**src/rtl/mac_pkg.sv**
```systemverilog
// Shared constants and arithmetic helpers for the MAC post-processing datapath.
package mac_pkg;

  localparam int unsigned PKG_DATA_WIDTH = 32;
  localparam logic [PKG_DATA_WIDTH-1:0] SMAX = {1'b0, {(PKG_DATA_WIDTH-1){1'b1}}};
  localparam logic [PKG_DATA_WIDTH-1:0] SMIN = {1'b1, {(PKG_DATA_WIDTH-1){1'b0}}};

  // Returns {saturated, result}; the extra sum bit exposes signed overflow.
  function automatic logic [PKG_DATA_WIDTH:0] sat_add(input logic [PKG_DATA_WIDTH-1:0] a,
                                                      input logic [PKG_DATA_WIDTH-1:0] b);
    logic [PKG_DATA_WIDTH:0] sum;
    sum = {a[PKG_DATA_WIDTH-1], a} + {b[PKG_DATA_WIDTH-1], b};
    if (sum[PKG_DATA_WIDTH] == sum[PKG_DATA_WIDTH-1]) sat_add = {1'b0, sum[PKG_DATA_WIDTH-1:0]};
    else if (sum[PKG_DATA_WIDTH])                     sat_add = {1'b1, SMIN};
    else                                              sat_add = {1'b1, SMAX};
  endfunction

  function automatic logic [PKG_DATA_WIDTH-1:0] relu(input logic [PKG_DATA_WIDTH-1:0] x);
    relu = x[PKG_DATA_WIDTH-1] ? '0 : x;
  endfunction

endpackage

```
**src/rtl/bias_ram.sv**
```systemverilog
// Per-unit bias storage: one write port, one registered read port with enable.
module bias_ram #(
  parameter int unsigned DATA_WIDTH = 32,
  parameter int unsigned DEPTH      = 64,
  parameter int unsigned ADDR_BITS  = $clog2(DEPTH)
) (
  input  logic                  clk,
  input  logic                  we,
  input  logic [ADDR_BITS-1:0]  waddr,
  input  logic [DATA_WIDTH-1:0] wdata,
  input  logic                  re,
  input  logic [ADDR_BITS-1:0]  raddr,
  output logic [DATA_WIDTH-1:0] rdata
);

  logic [DATA_WIDTH-1:0] mem [DEPTH];
  logic                  wr_ok_c;

  // Addresses past the last unit are dropped when the address space is larger than the RAM.
  if (DEPTH == (1 << ADDR_BITS)) begin : g_full
    assign wr_ok_c = 1'b1;
  end else begin : g_part
    assign wr_ok_c = ({1'b0, waddr} < (ADDR_BITS+1)'(DEPTH));
  end

  // Read-before-write: a same-address read sees the old contents.
  always_ff @(posedge clk) begin
    if (we && wr_ok_c) mem[waddr] <= wdata;
    if (re)            rdata      <= mem[raddr];
  end

endmodule

```
**src/rtl/bias_act_stage.sv**
```systemverilog
// Bias-add, saturate and optional ReLU stage on an AXI-Stream frame of accumulator words.
module bias_act_stage
  import mac_pkg::*;
#(
  parameter int unsigned DATA_WIDTH   = PKG_DATA_WIDTH,
  parameter int unsigned HIDDEN_UNITS = 64,
  parameter int unsigned IDX_BITS     = $clog2(HIDDEN_UNITS)
) (
  input  logic                  clk,
  input  logic                  rst,
  input  logic                  bias_we,
  input  logic [IDX_BITS-1:0]   bias_addr,
  input  logic [DATA_WIDTH-1:0] bias_wdata,
  input  logic                  relu_en,
  input  logic                  err_clr,
  input  logic [DATA_WIDTH-1:0] s_axis_tdata,
  input  logic                  s_axis_tvalid,
  input  logic                  s_axis_tlast,
  output logic                  s_axis_tready,
  output logic [DATA_WIDTH-1:0] m_axis_tdata,
  output logic                  m_axis_tvalid,
  output logic                  m_axis_tlast,
  input  logic                  m_axis_tready,
  output logic                  frame_err,
  output logic                  sat_err
);

  localparam logic [IDX_BITS-1:0] LAST_IDX = IDX_BITS'(HIDDEN_UNITS - 1);

  logic                  advance_c, accept_c, idx_last_c;
  logic [IDX_BITS-1:0]   idx;
  logic                  v1, last1;
  logic [DATA_WIDTH-1:0] d1, bias_rd, act_c;
  logic [DATA_WIDTH:0]   add_c;

  // Whole pipeline stalls only when the output register is full and not drained.
  assign advance_c     = !m_axis_tvalid || m_axis_tready;
  assign s_axis_tready = advance_c;
  assign accept_c      = s_axis_tvalid && advance_c;
  assign idx_last_c    = (idx == LAST_IDX);
  assign add_c         = sat_add(d1, bias_rd);
  assign act_c         = relu_en ? relu(add_c[DATA_WIDTH-1:0]) : add_c[DATA_WIDTH-1:0];

  bias_ram #(
    .DATA_WIDTH (DATA_WIDTH),
    .DEPTH      (HIDDEN_UNITS),
    .ADDR_BITS  (IDX_BITS)
  ) u_bias_ram (
    .clk   (clk),
    .we    (bias_we),
    .waddr (bias_addr),
    .wdata (bias_wdata),
    .re    (advance_c),
    .raddr (idx),
    .rdata (bias_rd)
  );

  // Element index resyncs on whichever comes first: full count or input TLAST.
  always_ff @(posedge clk or posedge rst) begin
    if (rst) begin
      idx       <= '0;
      frame_err <= 1'b0;
    end else begin
      if (accept_c) idx <= (s_axis_tlast || idx_last_c) ? '0 : idx + IDX_BITS'(1);
      if (accept_c && (s_axis_tlast != idx_last_c)) frame_err <= 1'b1;
      else if (err_clr)                             frame_err <= 1'b0;
    end
  end

  always_ff @(posedge clk or posedge rst) begin
    if (rst) begin
      v1    <= 1'b0;
      d1    <= '0;
      last1 <= 1'b0;
    end else if (advance_c) begin
      v1 <= accept_c;
      if (accept_c) begin
        d1    <= s_axis_tdata;
        last1 <= idx_last_c || s_axis_tlast;
      end
    end
  end

  // Output register; contents only change on advance, so they hold while stalled.
  always_ff @(posedge clk or posedge rst) begin
    if (rst) begin
      m_axis_tvalid <= 1'b0;
      m_axis_tdata  <= '0;
      m_axis_tlast  <= 1'b0;
      sat_err       <= 1'b0;
    end else begin
      if (advance_c) begin
        m_axis_tvalid <= v1;
        if (v1) begin
          m_axis_tdata <= act_c;
          m_axis_tlast <= last1;
        end
      end
      if (advance_c && v1 && add_c[DATA_WIDTH]) sat_err <= 1'b1;
      else if (err_clr)                         sat_err <= 1'b0;
    end
  end

endmodule

```
**config.mk**
```make
export PLATFORM = sky130hd
export DESIGN_NAME = bias_act_stage
export DESIGN_NICKNAME = d
export VERILOG_FILES = /design/src/rtl/mac_pkg.sv /design/src/rtl/bias_ram.sv /design/src/rtl/bias_act_stage.sv
export SDC_FILE = /design/constraint.sdc
export NUM_CORES = 2
export LEC_CHECK = 0
export ABC_AREA = 1
export ABC_CLOCK_PERIOD_IN_PS = 7500
export CAP_MARGIN = 20
export CORE_ASPECT_RATIO = 1.2
export CORE_MARGIN = 1
export CORE_UTILIZATION = 43
export DETAILED_ROUTE_END_ITERATION = 7
export GPL_TIMING_DRIVEN = 0
export PLACE_DENSITY = 0.63
export REMOVE_ABC_BUFFERS = 1
export SETUP_SLACK_MARGIN = 0.3
export SYNTH_ARGS = -nofsm -noshare
export SYNTH_HDL_FRONTEND = slang
export SYNTH_SLANG_ARGS = --single-unit
```
**constraint.sdc**
```tcl
create_clock -name clk -period 7.5 [get_ports clk]
set_clock_uncertainty 0.2 [all_clocks]
set_input_delay 1.5 -clock clk [delete_from_list [all_inputs] [get_ports clk]]
set_output_delay 1.5 -clock clk [all_outputs]
set_load 0.05 [all_outputs]
```
### Word level (Yosys, flattened, before mapping)

Memory sizes are Yosys's and may differ from the RTL's. A register that Yosys moved wholly into a read port is not among the register bits.
Index checks and enable logic that the tools add are counted.

| cells by class | value |
|---|---|
| add/subtract/negate cells | 2 |
| eq/ne operators | 3 |
| mux-type cells | 10 |
| reductions and logical operators | 11 |

Operators with widths:

| kind | number |
|---|---|
| 2-to-1 mux 32 bit | 2 |
| adder 32 x 32 -> 33 bit | 1 |
| 2-to-1 mux 33 bit | 1 |
| 2-to-1 mux 31 bit | 1 |
| adder 6 x 1 -> 6 bit (second input constant) | 1 |
| == test 6 bit (second input constant) | 1 |
| 2-to-1 mux 6 bit | 1 |
| 2-to-1 mux 1 bit | 5 |
| logical AND 1 bit | 4 |
| AND reduction 2 bit | 2 |
| nonzero test 2 bit | 2 |
| logical OR 1 bit | 2 |
| == test 1 bit | 1 |
| zero test 1 bit | 1 |
| != test 1 bit | 1 |

| word-level totals | value |
|---|---|
| register bits | 76 |
| RAM bits | 2048 |
| bits of input ports | 78 |
| output and inout port bits | 37 |
| logic and storage cells | 36 |
| memories kept | 1 |

Memory list:

| memory | depth | width | rd ports | clocked after Yosys merged registers in | wr ports | line | source |
|---|---|---|---|---|---|---|---|
| u_bias_ram.mem | 64 | 32 | 1 | 1 | 1 | bias_ram.sv:16 | `logic [DATA_WIDTH-1:0] mem [DEPTH];` |

### Depth between registers and ports, before layout

| logic depth | value |
|---|---|
| depth in word-level cells | 5 |
| gate-level depth with buffers | 20 |
| depth with buffers taken out | 19 |

### By module

Synthesis repeated with hierarchy kept, for this count alone.

| unflattened totals | value |
|---|---|
| cells, all modules | 7551 |
| area, all modules | 88397.3 um^2 |

By module, submodules not included:

| module | times used | cells each | area an instance (um^2) | sequential area each (um^2) |
|---|---|---|---|---|
| bias_ram | 1 | 6769 | 83058.4 | 62459.9 |
| bias_act_stage | 1 | 782 | 5338.9 | 1901.8 |

### Worst setup path before layout

No wires, ideal clock.

| path | value |
|---|---|
| path type | input -> register |
| start | in bias_we |
| end | mem u_bias_ram.mem[48][0], enable pin |
| setup time | 0.502 ns |
| arrival time | 5.128 ns |
| data required time | 6.798 ns |
| slack | 1.670 ns |
| stages | 3 |
| path buffers | 1 |
| cell sequence | clkbuf_1 nand4_1 nor4_1 |

| on the way | value |
|---|---|
| longest elaborated chain between the ends | 2 |

RTL lines:

| item | line | source |
|---|---|---|
| start: declaration | bias_act_stage.sv:11 | `input logic bias_we,` |
| 2-to-1 mux 1 bit | bias_ram.sv:28 | `if (we && wr_ok_c) mem[waddr] <= wdata;` |
| 2-to-1 mux 1 bit (implied by the code) | bias_ram.sv:28 |  |
| end: declaration | bias_ram.sv:16 |  |

No other way between the ends.

==> metrics.yaml <==
status:
  outcome: "complete, no violations"
setup_path:
  regToRegStartpoint: "idx[0]"
  cp_max_fo: 221
  reg2reg_depth: 15
  end_kind: "register"
  crit_arrival_ns: 6.55
  r2r_slack_ns: 1.44
  startpoint_type: "register"
  rr_endpoint: "u_bias_ram.rdata[1]"
  crit_type: "reg -> reg"
  cp.required_ns: 7.99
finish:
  postLayoutCoreUtil: 0.4930
  drive_gt1_frac: 0.08185
  nets: 6936
  fin_cells: 9637
  seqCellArea_um2: 64380
  multiInputGateArea_um2: 20200
  fill_cells: 16850
  syn2layout_area_growth_pct: 13.99
floorplanning:
  die_x_um: 411.9
  pin_count: 115
  dieArea_um2: 203400
  die_h_um: 493.9
  start_util: 0.4325
  rows: 180
  coreArea_um2: 200400
sta:
  holdWs_ns: 0.2613
  clock.fmax_mhz: 165.1
  fin_ws_ns: 1.443
  max_slew_margin: 0.1753
  tightest_slew_ns: 1.237
  layout_min_cycle_time_ns: 6.057
  setup_viol: 0
  hold_viol: 0
  fin_crit_sh: 0.8076
  rsz0062_at_grt: "no"
  maxSlewViolCount: 0
clock_network:
  cts.sink_count: 2156
  path_clk_slew_ns: 0.07
  htreeDepth: 4
  cts_made_buffers: 194
  cts-root-buf: "clkbuf_16"
  clock_latency_ns: 0.85
  cts_hold_buffers: 0
  ctsLongestPathBuffers: 3
  cts_setup_buffers: 0
  tritoncts: "done"
  ctsResizeCount: 0
synth:
  async_flop_share: 0.03525
  muxShareOfSynthArea: 0
  synth_edf_count: 2080
  yosys.area_share.simple: 0.1032
  seq_area_frac_synth: 0.7424
  synth-seq-cells: 2156
  synth-compound-area-share: 0.1176
  synth-main-ff-cell: "edfxtp_1"
  synth-xor-area-share: 0.001515
  syn_area_um2: 86700
  yosys_warnings: 0
  synthAdderAreaFrac: 0.005138
  synth_cells: 6787
  synth_top_family_by_area: "compound AO/OA/AOI/OAI gates"
  ys_types: 40
  synth.avg_cell_area_um2: 12.77
global_routing:
  overflow: 0
  antenna_found_initial: 17
  grt_start_max_net_pins: 233
  grt_pass1_wl_um: 348100
  grt_usage: 0.2298
  grt_pass1_vias: 54250
worst_hold_path:
  min_path_type: "reg -> reg"
  holdPathEnd: "m_axis_tvalid"
  min_from: "v1"
  min_path_cells: 2
route:
  drt_iter0_markers: 6700
  routedWlPerCell_um: 24.68
  firstDrtPassIters: 5
  viasPerCell: 5.829
  drc: 0
  antenna_left: 0
  wl_um: 237900
  vias: 56180
placement:
  place_congestion: 0.8535
  dp_hpwl_um: 142500
  dp_slack_ns: 1.497
  dp_cells: 9264
  io_buffers: 114
run:
  maxCapViolCount: 0
pwr:
  p_leak_nw: 32.60
  power_density_nw_per_um2: 299.9
  vdd_drop_max_mv: 0.1738
==> flip-flops by register name, summed over array words and instances (netlist names) <==
name / cells
m_axis_tdata: 32
u_bias_ram.mem: 2048
m_axis_tlast: 1
sat_err: 1
last1: 1
v1: 1
idx: 6
frame_err: 1
u_bias_ram.rdata: 32
m_axis_tvalid: 1
d1: 32
==> how the worst max path moves through the flow <==
stage / from / slack, ns / cells past startpoint / end
final: idx[0] / 1.44 / 15 / u_bias_ram.rdata[1]
after global routing: idx[0] / 1.06 / 15 / u_bias_ram.rdata[1]
after CTS: idx[0] / 1.48 / 15 / u_bias_ram.rdata[1]
after detailed placement: idx[0] / 1.50 / 15 / u_bias_ram.rdata[1]
after global placement: idx[0] / -78.56 / 9 / u_bias_ram.rdata[6]
after floorplan: idx[0] / -28.38 / 8 / u_bias_ram.rdata[10]
==> per-stage QoR <==
stage	TNS (ns)	instance area (µm²)	total power, W
floorplan	-993.37	84530	0.01820
global placement	-3450.19	88970	0.02037
detailed placement	0	92900	0.02048
CTS	0	98770	0.02971
global route	0	98800	0.03082
finish	0	98830	0.02963
==> synth_stat cells, types with 34 or more instances <==
| library cell | n | area [µm²] |
|---|---|---|
| inv_1 | 107 | 401.6 |
| ha_1 | 34 | 425.4 |
| buf_2 | 110 | 550.5 |
| dfrtp_1 | 76 | 1902 |
| nand2_1 | 788 | 2958 |
| clkbuf_1 | 272 | 1021 |
| o221ai_1 | 225 | 1971 |
| nand3_1 | 251 | 1256 |
| nor2_1 | 1170 | 4392 |
| o22ai_1 | 279 | 1745 |
| o211ai_1 | 103 | 773.2 |
| edfxtp_1 | 2080 | 62460 |
| o21ai_0 | 1053 | 5270 |
==> final cells by class <==
class / count / area share
Sequential cell: 2156 / 0.6514
Multi-Input combinational cell: 4050 / 0.2044
Clock buffer: 249 / 0.05216
Timing Repair Buffer: 303 / 0.04629
Tap cell: 2639 / 0.03341
Clock inverter: 112 / 0.007229
Inverter: 118 / 0.004874
Antenna cell: 10 / 0.0002532
==> layout by cell type, fill, tap and decap left out, types with 15 or more instances in the layout <==
cell,instances
clkbuf_16,197
buf_4,44
buf_2,32
edfxtp_1,2080
nor2_1,1113
o211ai_1,103
o21ai_0,1053
clkdlybuf4s50_1,82
buf_16,55
ha_1,34
nor2_4,57
o221ai_1,225
clkinv_2,29
buf_12,84
a21oi_1,30
o21ai_1,29
clkinv_1,65
nand3_1,251
o22ai_1,279
dfrtp_1,71
xor2_1,15
nand2_1,788
clkbuf_1,49
inv_1,104
==> where the power goes <==
group          internal (W)  leakage [nW]  switching, W
Combinational       0.00193          10.0       0.00465
Clock               0.00502          2.87       0.00432
Sequential           0.0135          19.7      0.000199
==> cells by family after synthesis <==
kind of cell / Yosys count
compound gates: 1737
xor+xnor: 15
fa+ha+maj: 35
buf+inv: 581
flops: 2156
simple gates: 2263
==> layer usage <==
metal / vias to the layer above / wire (µm) / GRT usage
met2: 2405 / 114500 / 0.3744
met5: - / 152 / 0
li1: 25200 / - / -
met1: 28140 / 95550 / 0.3066
met4: 22 / 8364 / 0.09122
met3: 420 / 19340 / 0.03900
==> critical path, cell delays in order (launching register included) <==
cell	delay, ns
dfrtp_4	0.77
buf_16	0.37
buf_16	0.27
inv_16	0.29
buf_16	0.37
buf_16	0.39
buf_16	0.43
buf_16	0.50
o21ai_0	0.17
o22ai_1	0.23
o211ai_1	0.12
nand2_1	0.21
nand2_1	0.08
nand2_1	0.10
clkinv_1	0.23
nand2_1	0.19
Power figures use the tool's default switching activity.
